<file path="src/rtl/counter_ctrl_pkg.sv">
// -----------------------------------------------------------------------------
// counter_ctrl_pkg
// Shared types and constants for the counter_ctrl sequencer/arbiter and its
// embedded up/down modulo counter.
//   state_t      : controller FSM states (IDLE, RUN, DONE)
//   OWNER_A/B    : requester encodings used for owner and last-winner
//   DIR_UP/DOWN  : counter direction encodings
//   pick_winner  : round-robin tie-break between the two requesters
// -----------------------------------------------------------------------------
package counter_ctrl_pkg;

    typedef enum logic [1:0] {
        IDLE = 2'd0,
        RUN  = 2'd1,
        DONE = 2'd2
    } state_t;

    localparam logic OWNER_A  = 1'b0;
    localparam logic OWNER_B  = 1'b1;

    localparam logic DIR_UP   = 1'b1;
    localparam logic DIR_DOWN = 1'b0;

    // A lone requester always wins. On a tie, the requester that did not win
    // last time wins, so two permanently-requesting sources alternate.
    function automatic logic pick_winner(input logic req_a,
                                         input logic req_b,
                                         input logic last_winner);
        if (req_a && req_b)
            return ~last_winner;
        else if (req_b)
            return OWNER_B;
        else
            return OWNER_A;
    endfunction

endpackage

</file>
<file path="src/rtl/counter_ctrl_updown_counter.sv">
// -----------------------------------------------------------------------------
// mod_updown_counter
// Modulo up/down counter over 0..COUNT_SIZE, wrapping in both directions.
//   clk   : clock, rising edge
//   clear : asynchronous active-high reset, forces qd to 0
//   en    : step once on this edge
//   dir   : 1 = up, 0 = down
//   qd    : counter value
//   wrap  : high in the cycle whose closing edge wraps the counter
//           (COUNT_SIZE -> 0 going up, 0 -> COUNT_SIZE going down)
// -----------------------------------------------------------------------------
module mod_updown_counter
    import counter_ctrl_pkg::*;
#(
    parameter int COUNT_SIZE = 10
) (
    input  logic       clk,
    input  logic       clear,
    input  logic       en,
    input  logic       dir,
    output logic [7:0] qd,
    output logic       wrap
);

    localparam logic [7:0] TOP = 8'(COUNT_SIZE);

    logic at_up_edge;
    logic at_down_edge;

    // NOTE: combinational logic assigns every output on every path so no
    // latch is inferred.
    always_comb begin
        at_up_edge   = (qd == TOP);
        at_down_edge = (qd == 8'd0);
        wrap         = en && ((dir == DIR_UP) ? at_up_edge : at_down_edge);
    end

    // NOTE: sequential state is updated with non-blocking assignments only,
    // so every flop samples pre-edge values regardless of block ordering.
    always_ff @(posedge clk or posedge clear) begin
        if (clear) begin
            qd <= 8'd0;
        end else if (en) begin
            if (dir == DIR_UP)
                qd <= at_up_edge ? 8'd0 : qd + 8'd1;
            else
                qd <= at_down_edge ? TOP : qd - 8'd1;
        end
    end

endmodule

</file>
<file path="src/rtl/counter_ctrl.sv">
// -----------------------------------------------------------------------------
// counter_ctrl
// Round-robin sequencer for a shared up/down modulo counter. Two requesters
// (A, B) each submit a job of N steps in one direction; one job is granted
// at a time and the counter is stepped exactly N times, then done pulses.
//   clk                  : clock, rising edge
//   clear                : asynchronous active-high reset
//   req_a/dir_a/steps_a  : requester A job (dir 1 = up), held until gnt_a
//   req_b/dir_b/steps_b  : requester B job, held until gnt_b
//   gnt_a, gnt_b         : one-cycle grant pulses
//   busy                 : high while a job is in RUN or DONE
//   done                 : one-cycle pulse when a job finishes
//   owner                : 0 = A, 1 = B; current or last granted requester
//   qd                   : counter value, persists across jobs
//   wraps                : (WRAP_CNT_EN only) wrap events in the current job,
//                          saturating at 255, cleared on grant
// Optional feature macro: WRAP_CNT_EN
// -----------------------------------------------------------------------------
module counter_ctrl
    import counter_ctrl_pkg::*;
#(
    parameter int COUNT_SIZE = 10,
    parameter int STEP_W     = 8
) (
    input  logic              clk,
    input  logic              clear,
    input  logic              req_a,
    input  logic              dir_a,
    input  logic [STEP_W-1:0] steps_a,
    output logic              gnt_a,
    input  logic              req_b,
    input  logic              dir_b,
    input  logic [STEP_W-1:0] steps_b,
    output logic              gnt_b,
    output logic              busy,
    output logic              done,
    output logic              owner,
    output logic [7:0]        qd
`ifdef WRAP_CNT_EN
    ,
    output logic [7:0]        wraps
`endif
);

    state_t            state;
    logic [STEP_W-1:0] rem;
    logic              run_dir;
    logic              last_winner;

    logic              grant;
    logic              winner;
    logic              sel_dir;
    logic [STEP_W-1:0] sel_steps;
    logic              step_en;
    logic              wrap_stb;

    always_comb begin
        grant     = (state == IDLE) && (req_a || req_b);
        winner    = pick_winner(req_a, req_b, last_winner);
        sel_dir   = (winner == OWNER_B) ? dir_b   : dir_a;
        sel_steps = (winner == OWNER_B) ? steps_b : steps_a;
        step_en   = (state == RUN);
    end

    mod_updown_counter #(
        .COUNT_SIZE (COUNT_SIZE)
    ) u_counter (
        .clk   (clk),
        .clear (clear),
        .en    (step_en),
        .dir   (run_dir),
        .qd    (qd),
        .wrap  (wrap_stb)
    );

    // NOTE: clear is asynchronous; every control flop has a defined reset
    // value so an abort mid-job leaves no stale done/gnt pulse behind.
    always_ff @(posedge clk or posedge clear) begin
        if (clear) begin
            state       <= IDLE;
            rem         <= '0;
            run_dir     <= DIR_UP;
            last_winner <= OWNER_B;
            owner       <= OWNER_A;
            gnt_a       <= 1'b0;
            gnt_b       <= 1'b0;
            busy        <= 1'b0;
            done        <= 1'b0;
        end else begin
            gnt_a <= 1'b0;
            gnt_b <= 1'b0;
            done  <= 1'b0;
            case (state)
                IDLE: begin
                    if (grant) begin
                        owner       <= winner;
                        last_winner <= winner;
                        gnt_a       <= (winner == OWNER_A);
                        gnt_b       <= (winner == OWNER_B);
                        run_dir     <= sel_dir;
                        rem         <= sel_steps;
                        busy        <= 1'b1;
                        // A zero-step job skips RUN; gnt and done coincide.
                        if (sel_steps == '0) begin
                            state <= DONE;
                            done  <= 1'b1;
                        end else begin
                            state <= RUN;
                        end
                    end
                end
                RUN: begin
                    rem <= rem - STEP_W'(1);
                    if (rem == STEP_W'(1)) begin
                        state <= DONE;
                        done  <= 1'b1;
                    end
                end
                DONE: begin
                    state <= IDLE;
                    busy  <= 1'b0;
                end
                default: begin
                    state <= IDLE;
                    busy  <= 1'b0;
                end
            endcase
        end
    end

`ifdef WRAP_CNT_EN
    always_ff @(posedge clk or posedge clear) begin
        if (clear)
            wraps <= 8'd0;
        else if (grant)
            wraps <= 8'd0;
        else if (wrap_stb && (wraps != 8'hFF))
            wraps <= wraps + 8'd1;
    end
`else
    logic unused_wrap;
    assign unused_wrap = wrap_stb;
`endif

endmodule

</file>
<file path="config.mk">
export PLATFORM = sky130hd
export DESIGN_NAME = counter_ctrl
export DESIGN_NICKNAME = d
export VERILOG_FILES = /design/src/rtl/counter_ctrl_pkg.sv /design/src/rtl/counter_ctrl_updown_counter.sv /design/src/rtl/counter_ctrl.sv
export SDC_FILE = /design/constraint.sdc
export NUM_CORES = 1
export LEC_CHECK = 0
export ABC_AREA = 1
export BUFFER_PORTS_ARGS = -buffer_cell sky130_fd_sc_hd__buf_2
export CAP_MARGIN = 20
export CORE_MARGIN = 3
export CORE_UTILIZATION = 50
export DETAILED_ROUTE_END_ITERATION = 8
export PLACE_DENSITY_LB_ADDON = 0.05
export SLEW_MARGIN = 0
export SYNTH_ARGS = -nofsm -noshare
export SYNTH_HDL_FRONTEND = slang
export SYNTH_SLANG_ARGS = --single-unit
</file>
<file path="constraint.sdc">
create_clock -name clk -period 1.9 [get_ports clk]
set_input_delay 0.285 -clock clk [delete_from_list [all_inputs] [get_ports clk]]
set_output_delay 0.285 -clock clk [all_outputs]
set_load 0.05 [all_outputs]
</file>
# Word level (Yosys, flattened, before mapping)
# Index checks and enable logic that the tools add are counted.
[classes]
mux = 23
n_mul = 0
addsub = 3
shift = 0
eq_ne = 5
bitwise = 3
reduce_logical = 11
n_div = 0
n_lt_le_gt_ge = 0
[ops]
columns = ["op", "n"]
rows = [
  ["$mux W8", 5],
  ["$logic_not A8 Y1", 2],
  ["$pmux W8 S2", 1],
  ["$sub A8 B1 Y8 const B", 2],
  ["$mux W1", 11],
  ["$add A8 B1 Y8 const B", 1],
  ["$eq A8 B1 Y1 const B", 1],
  ["$eq A8 B4 Y1 const B", 1],
  ["$reduce_and A2 Y1", 4],
  ["$mux W2", 3],
  ["$pmux W1 S2", 2],
  ["$pmux W2 S2", 1],
  ["$not A1 Y1", 3],
  ["$eq A2 B1 Y1 const B", 1],
  ["$logic_and A1 B1 Y1", 2],
  ["$logic_not A2 Y1", 1],
  ["$ne A2 B1 Y1 const B", 1],
  ["$ne A2 B2 Y1 const B", 1],
  ["$reduce_bool A2 Y1", 1],
  ["$logic_or A1 B1 Y1", 1],
]
[word_totals]
input_bits = 22
n_memories = 0
output_inout_bits = 13
regBits = 25
word_cells = 55
romBits = 0
latch_bits = 0
mem_bits_rw = 0

# Logic depth before layout (Yosys ltp)
# Gate-level depths: netlist of run 1.
[depth]
depth_word = 7
depth_mapped = 10
depth_no_buf = 10

# By module
# From an unflattened synthesis of run 1, not the netlist that was laid out.
[hier_totals]
hier_cells = 269
area_unflattened_um2 = 1840.5
[by_module_without_submodules]
columns = ["module", "cells_per_inst", "area_per_inst_um2", "n_inst", "seq_area_each_um2"]
rows = [
  ["counter_ctrl", 150, 1089.8, 1, 427.9],
  ["mod_updown_counter", 119, 750.7, 1, 200.2],
]

# Least setup slack after synthesis of run 1
# Ideal clock, no wire load.
[synth_path]
kind = "register -> register"
from = "reg u_counter.qd[0]"
to = "reg u_counter.qd[7]"
path_stages_with_launch = 10
setup_ps = 66
path_buffers = 0
arrival_ps = 1638
slack_ps = 196
cell_sequence = "dfrtp_1 inv_1 ha_1 nand2_1 nor2_2 nor2_2 nand3_1 nand2_1 nand2_1 nand2_1"
[synth_via]
elab_chain_len = 3
[synth_lines]
columns = ["item", "line_no", "source"]
rows = [
  ["from (decl)", "counter_ctrl_updown_counter.sv:21", "output logic [7:0] qd,"],
  ["from (signal assigned)", "counter_ctrl_updown_counter.sv:45", "qd <= at_up_edge ? 8'd0 : qd + 8'd1;"],
  ["from (signal assigned)", "counter_ctrl_updown_counter.sv:47", "qd <= at_down_edge ? TOP : qd - 8'd1;"],
  ["$sub A8 B1 Y8 (tied with other cells)", "counter_ctrl_updown_counter.sv:47", ""],
  ["$mux W8, on equally long branches", "counter_ctrl_updown_counter.sv:47, counter_ctrl_updown_counter.sv:45", ""],
  ["$mux W8 (*)", "counter_ctrl_updown_counter.sv:44", "if (dir == DIR_UP)"],
]
# Mark *: on every way between the ends. The rest lies on a longest branch, timed or not.
# A chain may end at the register's enable or synchronous reset.

# Worst setup path after layout of run 1
# Ends and elaborated chain as after synthesis.

==> results of run 1 <==
## power by group through the flow
stage / sequential (mW) / clock (mW) / combinational [mW]
detailed placement: 1.09 / 0 / 2.06
CTS: 1.08 / 0.322 / 2.07
floorplan: 1.33 / 0 / 1.42
finish: 1.08 / 0.310 / 2.05
global placement: 1.08 / 0 / 2.05
global route: 1.12 / 0.345 / 2.31
## critical path, stage by stage (launching register included)
cell,delay [ns]
dfrtp_1,0.41
inv_1,0.17
ha_1,0.24
nand2_1,0.08
nor2_2,0.05
nor2_2,0.22
nand3_1,0.11
nand2_1,0.07
nand2_1,0.05
nand2_1,0.06
## through the flow
stage	total power [mW]	utilization
detailed placement	3.15	0.586
floorplan	2.75	-
global route	3.77	0.600
finish	3.44	0.600
global placement	3.13	0.586
CTS	3.47	0.600
## worst max-delay path by stage
| stage | from | endpoint | slack (ns) |
|---|---|---|---|
| floorplan | u_counter.qd[0] | u_counter.qd[7] | 0.20 |
| global placement | u_counter.qd[0] | u_counter.qd[6] | 0.41 |
| detailed placement | u_counter.qd[0] | u_counter.qd[2] | 0.40 |
| CTS | u_counter.qd[0] | u_counter.qd[2] | 0.39 |
| global route | u_counter.qd[1] | u_counter.qd[6] | 0.24 |
| finish | u_counter.qd[0] | u_counter.qd[7] | 0.39 |
## area by class of cell
class                           count  area [um^2]  area share
Multi-Input combinational cell    197         1020       0.492
Clock inverter                      1         5.00     0.00242
Sequential cell                    25          628       0.304
Clock buffer                        3         41.3      0.0200
Timing Repair Buffer               36          185      0.0897
Inverter                           35          131      0.0636
Tap cell                           46         57.6      0.0279
## layout by cell type, fill, tap and decap left out
cell type	Yosys	layout
nand2_4	1	1
nand2_1	89	89
o21ai_1	5	5
dfstp_2	2	2
a21oi_1	1	1
clkbuf_8	0	3
o21ai_0	8	8
a31oi_1	2	2
o221ai_2	1	1
buf_2	0	34
nand2_8	1	1
clkinv_2	0	1
nand3b_1	7	7
nand4_1	8	8
o211ai_2	1	1
xor2_1	2	2
nor2_2	9	9
a22oi_1	1	1
inv_1	33	33
buf_4	3	2
nor2_4	1	1
nand2_2	1	1
nor2_1	19	19
o21ai_2	1	1
ha_1	6	6
nand3_1	28	28
o22ai_1	3	3
a21oi_2	1	1
dfrtp_1	23	23
inv_2	2	2
nor3_4	1	1
## per-layer routing
metal	up-vias	wire length, um	track usage
li1	910	-	-
met1	774	1810	0.230
met2	52	1860	0.347
met3	7	182	0.0185
met4	0	72	0.0964
met5	-	0	0
## cell families (layout without fill, tap and decap cells)
group | Yosys count | after routing | synth area share
AO/OA/AOI/OAI | 24 | 24 | 0.0838
AND/OR/NAND/NOR | 165 | 165 | 0.419
buffers and inverters | 42 | 75 | 0.104
flip-flops | 25 | 25 | 0.342
XOR/XNOR | 2 | 2 | 0.00955
adder cells (fa/ha/maj) | 6 | 6 | 0.0409
==> impl_results.md, run 1 <==
* Status: finished clean
* Sequential share of the synthesized area at 0.342
* Clock latency on the worst-skew pair at between 0.2 and 0.3 ns
* Post-CTS Hold Fix Bufs at 0
* Fmax at between 600 and 700 MHz
* Fraction of power consumed by sequential logic at 0.315
* Vias/cell at 5.08
* Die footprint at 4430 um^2
* Final period util at 0.793
* Worst reg2reg path endpoint: u_counter.qd[7]
* EDFF count, synth at 0
* Final Hold Fails at 0
* Die Wd at roughly 67 um
* Unrepaired setup endpoints after global routing: false
* Combinational power share at 0.595
* Hold_ws at 0.0440 ns
* Int Pwr at 1.57 mW
* Maximum clock path buffer count at 2
* Clock Skew at around 0.0021 ns
* Layout area overhead at 12.5%
* Slew @ Worst Pin at about 0.36 ns
* Final setup violating endpoints at 0
* Crit path kind: flop to flop
* P_sw at ~1.9 mW
* Placed Area at just over 2000 um^2
* Hold WC Path Type: input pin to async pin
* # Post-CTS Setup Buffers at 0
* Net Sw Frac at 0.543
* Synth Register Bits at 25
* First-pass GRT wire length at 6.71 mm
* IO Port Bufs at 34
* Post-synthesis net count at about 290
* Crit path DAT at between 1.5 and 2 ns
* Initial antenna violation count at 0
* CP Capture Type: flop
* Async SR Flop Fraction at 1.00
* Cell taking the most area after synthesis: dfrtp_1
* I/O pin cnt at 35
* First-pass DRT Iterations at 6
* CTS root buf: clkbuf_8
* R2R cell count at 9
* Placement Setup Slack at 0.401 ns
* Area fraction of the dominant cell type after synthesis at 0.314
* Final Critical Period at roughly 1.5 ns
* Routed len/inst at roughly 11 um
* Setup crit start kind: flop
* Worst flop-to-flop path startpoint: u_counter.qd[0]
* H-Tree Depth at 1
* Setup TNS at 0 ns
* Critical Path Fanout Max at 9
* Die Span Y at about 67 um
* N_diodes at 0
* Avg Cell Area, Syn at roughly 7.0 um^2
* Fillers at between 300 and 400
* Post-Syn Instances at approximately 260
* Finished layout cell area at approximately 2100 um^2
* Inserted Clock Buffers at 3
* Ys Warns at 0
* Global Route Usage Sum at 0.194
* Synth cell count leaders: nand2_1 (89), inv_1 (33), nand3_1 (28), dfrtp_1 (23), nor2_1 (19)
* Core area at between 3000 and 4000 um^2
* Ys flop type: dfrtp_1
* Final #Nets at ~330
* Post-CTS Resized at 0
* Maximum VDD drop at around 0.00086 V
* Top-count cell post-synth: nand2_1
* Initial core utilization at 0.533
* Non-Filler Instances at 343
* Final worst slack at between 0.3 and 0.4 ns
* Vias in the first global route at 1646
* CTS tree: built
* Largest net degree at the start of global routing at 26
* Distinct cells, synth at 30
* Biggest regs: rem x8, u_counter.qd x8, state x2
* Clk slew on worst S/H paths at ~0.080 ns
* Post-route ant nets at 0
* Pleak at 1.13 nW
* RD Place Congestion at 0.832
* Leading post-synthesis cells by cell area: dfrtp_1 (31%), nand2_1 (18%), nand3_1 (7.6%)
* Pwr dens at 1670 nW/um^2
* Vias at ~1700
* DR DRC count at 0
* Clock power frac at 0.090
* # placed instances at about 340
* Max Cap Viol at 0
* Drt total wl at 3.93 mm
* Num rows at 21
* DR iter-0 viols at just over 90
* Setup slack, reg-to-reg at around 0.39 ns
* Final Max Slew Viols at 0
* Post-Syn Area at about 1800 um^2
* Post-DP HPWL at around 3.0 mm
* # clock sinks at 25
* Slew Limit Headroom at 0.758
* Share of layout cells above drive strength 1 at 0.209
* WP data required at ~2.1 ns
* GRT overflow at 0
Note: power is estimated with default switching activity, not from simulation.
==> inputs of run 2 (changes only) <==
==> constraint.sdc (replaced) <==
create_clock -name clk -period 1.3 [get_ports clk]
set_input_delay 0.195 -clock clk [delete_from_list [all_inputs] [get_ports clk]]
set_output_delay 0.195 -clock clk [all_outputs]
set_load 0.05 [all_outputs]
==> run 2 against run 1 <==
Effect of this change:
- the run now ends with negative setup slack left
- clock power rose by 51%
- combinational power rose by 140%
- design area increased by 33%
- hold slack better by 0.085 ns
==> impl_results.md, run 2 (same netlist as run 1, synthesis figures left out) <==
* # clock sinks at 25 (unchanged)
* Vias at 2020 (was 1743)
* Die Wd at 66.6 um (unchanged)
* Vias in the first global route at 1870 (was 1646)
* Setup crit start kind: flop (unchanged)
* Layout area overhead at 49.1% (was 12.5%)
* Design Power at 6.98 mW (was 3.44 mW)
* Finished layout cell area at 2740 um^2 (was 2060 um^2)
* R2R cell count at 7 (was 9)
* Status: complete, but fails checks (was finished clean)
* Worst Hold Launch: dir_a
* Worst flop-to-flop path startpoint: last_winner (was u_counter.qd[0])
* Die footprint at 4430 um^2 (unchanged)
* CTS tree: built (unchanged)
* Commonest non-fill, non-tap cells in the layout: nand2_1 (72), buf_4 (35), buf_2 (31) (was nand2_1 (89), buf_2 (34), inv_1 (33))
* RD Place Congestion at 0.867 (was 0.832)
* Num rows at 21 (unchanged)
* Failing checks: negative setup slack
* Drt total wl at 5.21 mm (was 3.93 mm)
* Maximum VDD drop at 0.00122 V (was 0.000862 V)
* CTS root buf: clkbuf_8 (unchanged)
* WP data required at 1.49 ns (was 2.11 ns)
* Pwr dens at 2550 nW/um^2 (was 1670 nW/um^2)
* IO Port Bufs at 34 (unchanged)
* Max Cap Viol at 0 (unchanged)
* Crit-path slowest cell: dfstp_2 (was dfrtp_1)
* Final period util at 1.10 (was 0.793)
* I/O pin cnt at 35 (unchanged)
* Crit path kind: flop to flop (unchanged)
* Pleak at 1.40 nW (was 1.13 nW)
* Final Hold Fails at 0 (unchanged)
* Clock latency on the worst-skew pair at 0.27 ns (about the same)
* N_diodes at 0 (unchanged)
* Worst path bufs/invs at 3 (was 1)
* Setup TNS at -0.783 ns (was 0 ns)
* Inserted Clock Buffers at 3 (unchanged)
* Unrepaired setup endpoints after global routing: true (was false)
* Critical path depth at 7 (was 9)
* Share of layout cells above drive strength 1 at 0.462 (was 0.209)
* Crit path DAT at 1.62 ns (was 1.72 ns)
* Hold-critical path depth at 3
* Critical path's largest stage delay at 0.57 ns (was 0.41 ns)
* Clk slew on worst S/H paths at 0.09 ns (was 0.08 ns)
* Hold path endpoint: run_dir
* Biggest regs: rem x8, u_counter.qd x8, state x2 (unchanged)
* Delay-heaviest family, CP: flip-flops (was simple AND/OR/NAND/NOR gates)
* GRT overflow at 0 (unchanged)
* Final Critical Period at 1.43 ns (was 1.51 ns)
* Post-DP HPWL at 3.45 mm (was 2.98 mm)
* Vias/cell at 5.18 (was 5.08)
* Cell mode on critical path: buf_4 (was nand2_1)
* Die Span Y at 66.6 um (unchanged)
* Worst reg2reg path endpoint: rem[2] (was u_counter.qd[7])
* Largest net degree at the start of global routing at 26 (unchanged)
* Fmax at 700 MHz (was 664 MHz)
* Initial antenna violation count at 0 (unchanged)
* Slew @ Worst Pin at 0.337 ns (was 0.362 ns)
* First-pass DRT Iterations at 5 (was 6)
* Critical Path Fanout Max at 4 (was 9)
* DR DRC count at 0 (unchanged)
* Placed Area at 2330 um^2 (was 2020 um^2)
* Commonest non-fill, non-tap cell in the layout: nand2_1 (unchanged)
* Global Route Usage Sum at 0.237 (was 0.194)
* DR iter-0 viols at 137 (was 93)
* Hold WC Path Type: input pin to flop (was input pin to async pin)
* Placement Setup Slack at -0.0542 ns (was 0.401 ns)
* Final setup violating endpoints at 14 (was 0)
* Core area at 3440 um^2 (unchanged)
* First-pass GRT wire length at 8.09 mm (was 6.71 mm)
* Final worst slack at -0.128 ns (was 0.393 ns)
* Routed len/inst at 13.4 um (was 11.5 um)
* Final Max Slew Viols at 0 (unchanged)
* Slew Limit Headroom at 0.776 (was 0.758)
* Maximum clock path buffer count at 2 (unchanged)
* Setup slack, reg-to-reg at -0.13 ns (was 0.39 ns)
* Crit-path cells: buf_4 > nand2_2 > nand3b_1 > nand2_1 > buf_4 > buf_4 > o211ai_2 (was inv_1 > ha_1 > nand2_1 > nor2_2 > nor2_2 > nand3_1 > nand2_1 > nand2_1 > nand2_1)
* Initial core utilization at 0.533 (unchanged)
* Clock Skew at 0.00661 ns (was 0.00214 ns)
* CP Capture Type: flop (unchanged)
* Post-route ant nets at 0 (unchanged)
* H-Tree Depth at 1 (unchanged)
* Final #Nets at 373 (was 326)
[run 2: cell types whose count changed in the layout (fill, tap and decap cells not counted), sizes merged]
cell / delta
inv: -1
clkbuf: +2
nand2: +2
buf: +43
dlygate4sd3: +1
[run 2: repair_timing]
action                     in CTS  in global routing
buffers inserted                1                 13
gates resized for setup        14                 58
setup endpoints to repair       9                 22
gates cloned                    2                  0
hold buffers                    1                  0
pin swaps                       5                 39
hold endpoints to repair       23                  0
[run 2: worst max path at each step]
stage | from | end | slack [ns]
final | last_winner | rem[2] | -0.13
after global routing | last_winner | state[0] | -0.20
after CTS | last_winner | state[0] | -0.05
after detailed placement | last_winner | state[0] | -0.05
after global placement | state[1] | rem[7] | -0.02
after floorplan | u_counter.qd[1] | u_counter.qd[6] | -0.09
[run 2: final cells by class]
class	count	area, um^2
Inverter	35	139
Tap cell	46	57.6
Multi-Input combinational cell	199	1240
Timing Repair Buffer	81	621
Sequential cell	25	637
Clock buffer	4	45.0
Fill cell	259	704
[run 2: layer usage]
metal	GRT usage	vias up	wire length [um]
met2	0.428	61	2670
met1	0.282	941	2200
met4	0.0863	0	96
met5	0	-	0
met3	0.0304	10	233
li1	-	1008	-
[run 2: worst register-to-register path, stage by stage, from the launching register on]
cell	delay [ns]
dfstp_2	0.57
buf_4	0.12
nand2_2	0.07
nand3b_1	0.09
nand2_1	0.08
buf_4	0.14
buf_4	0.13
o211ai_2	0.15
[run 2: power breakdown]
group	switching, mW	internal, mW	total, mW
registers	0.456	1.17	1.63
logic	2.76	2.13	4.88
clock network	0.248	0.219	0.467
total	3.46	3.52	6.98
[run 2: per-stage QoR]
step                hold slack [ns]  utilization  std cells
finish                        0.129        0.795        390
global placement              0.268        0.676        369
floorplan                     0.220            -        264
detailed placement            0.278        0.676        369
global route                  0.140        0.795        390
CTS                           0.131        0.713        377
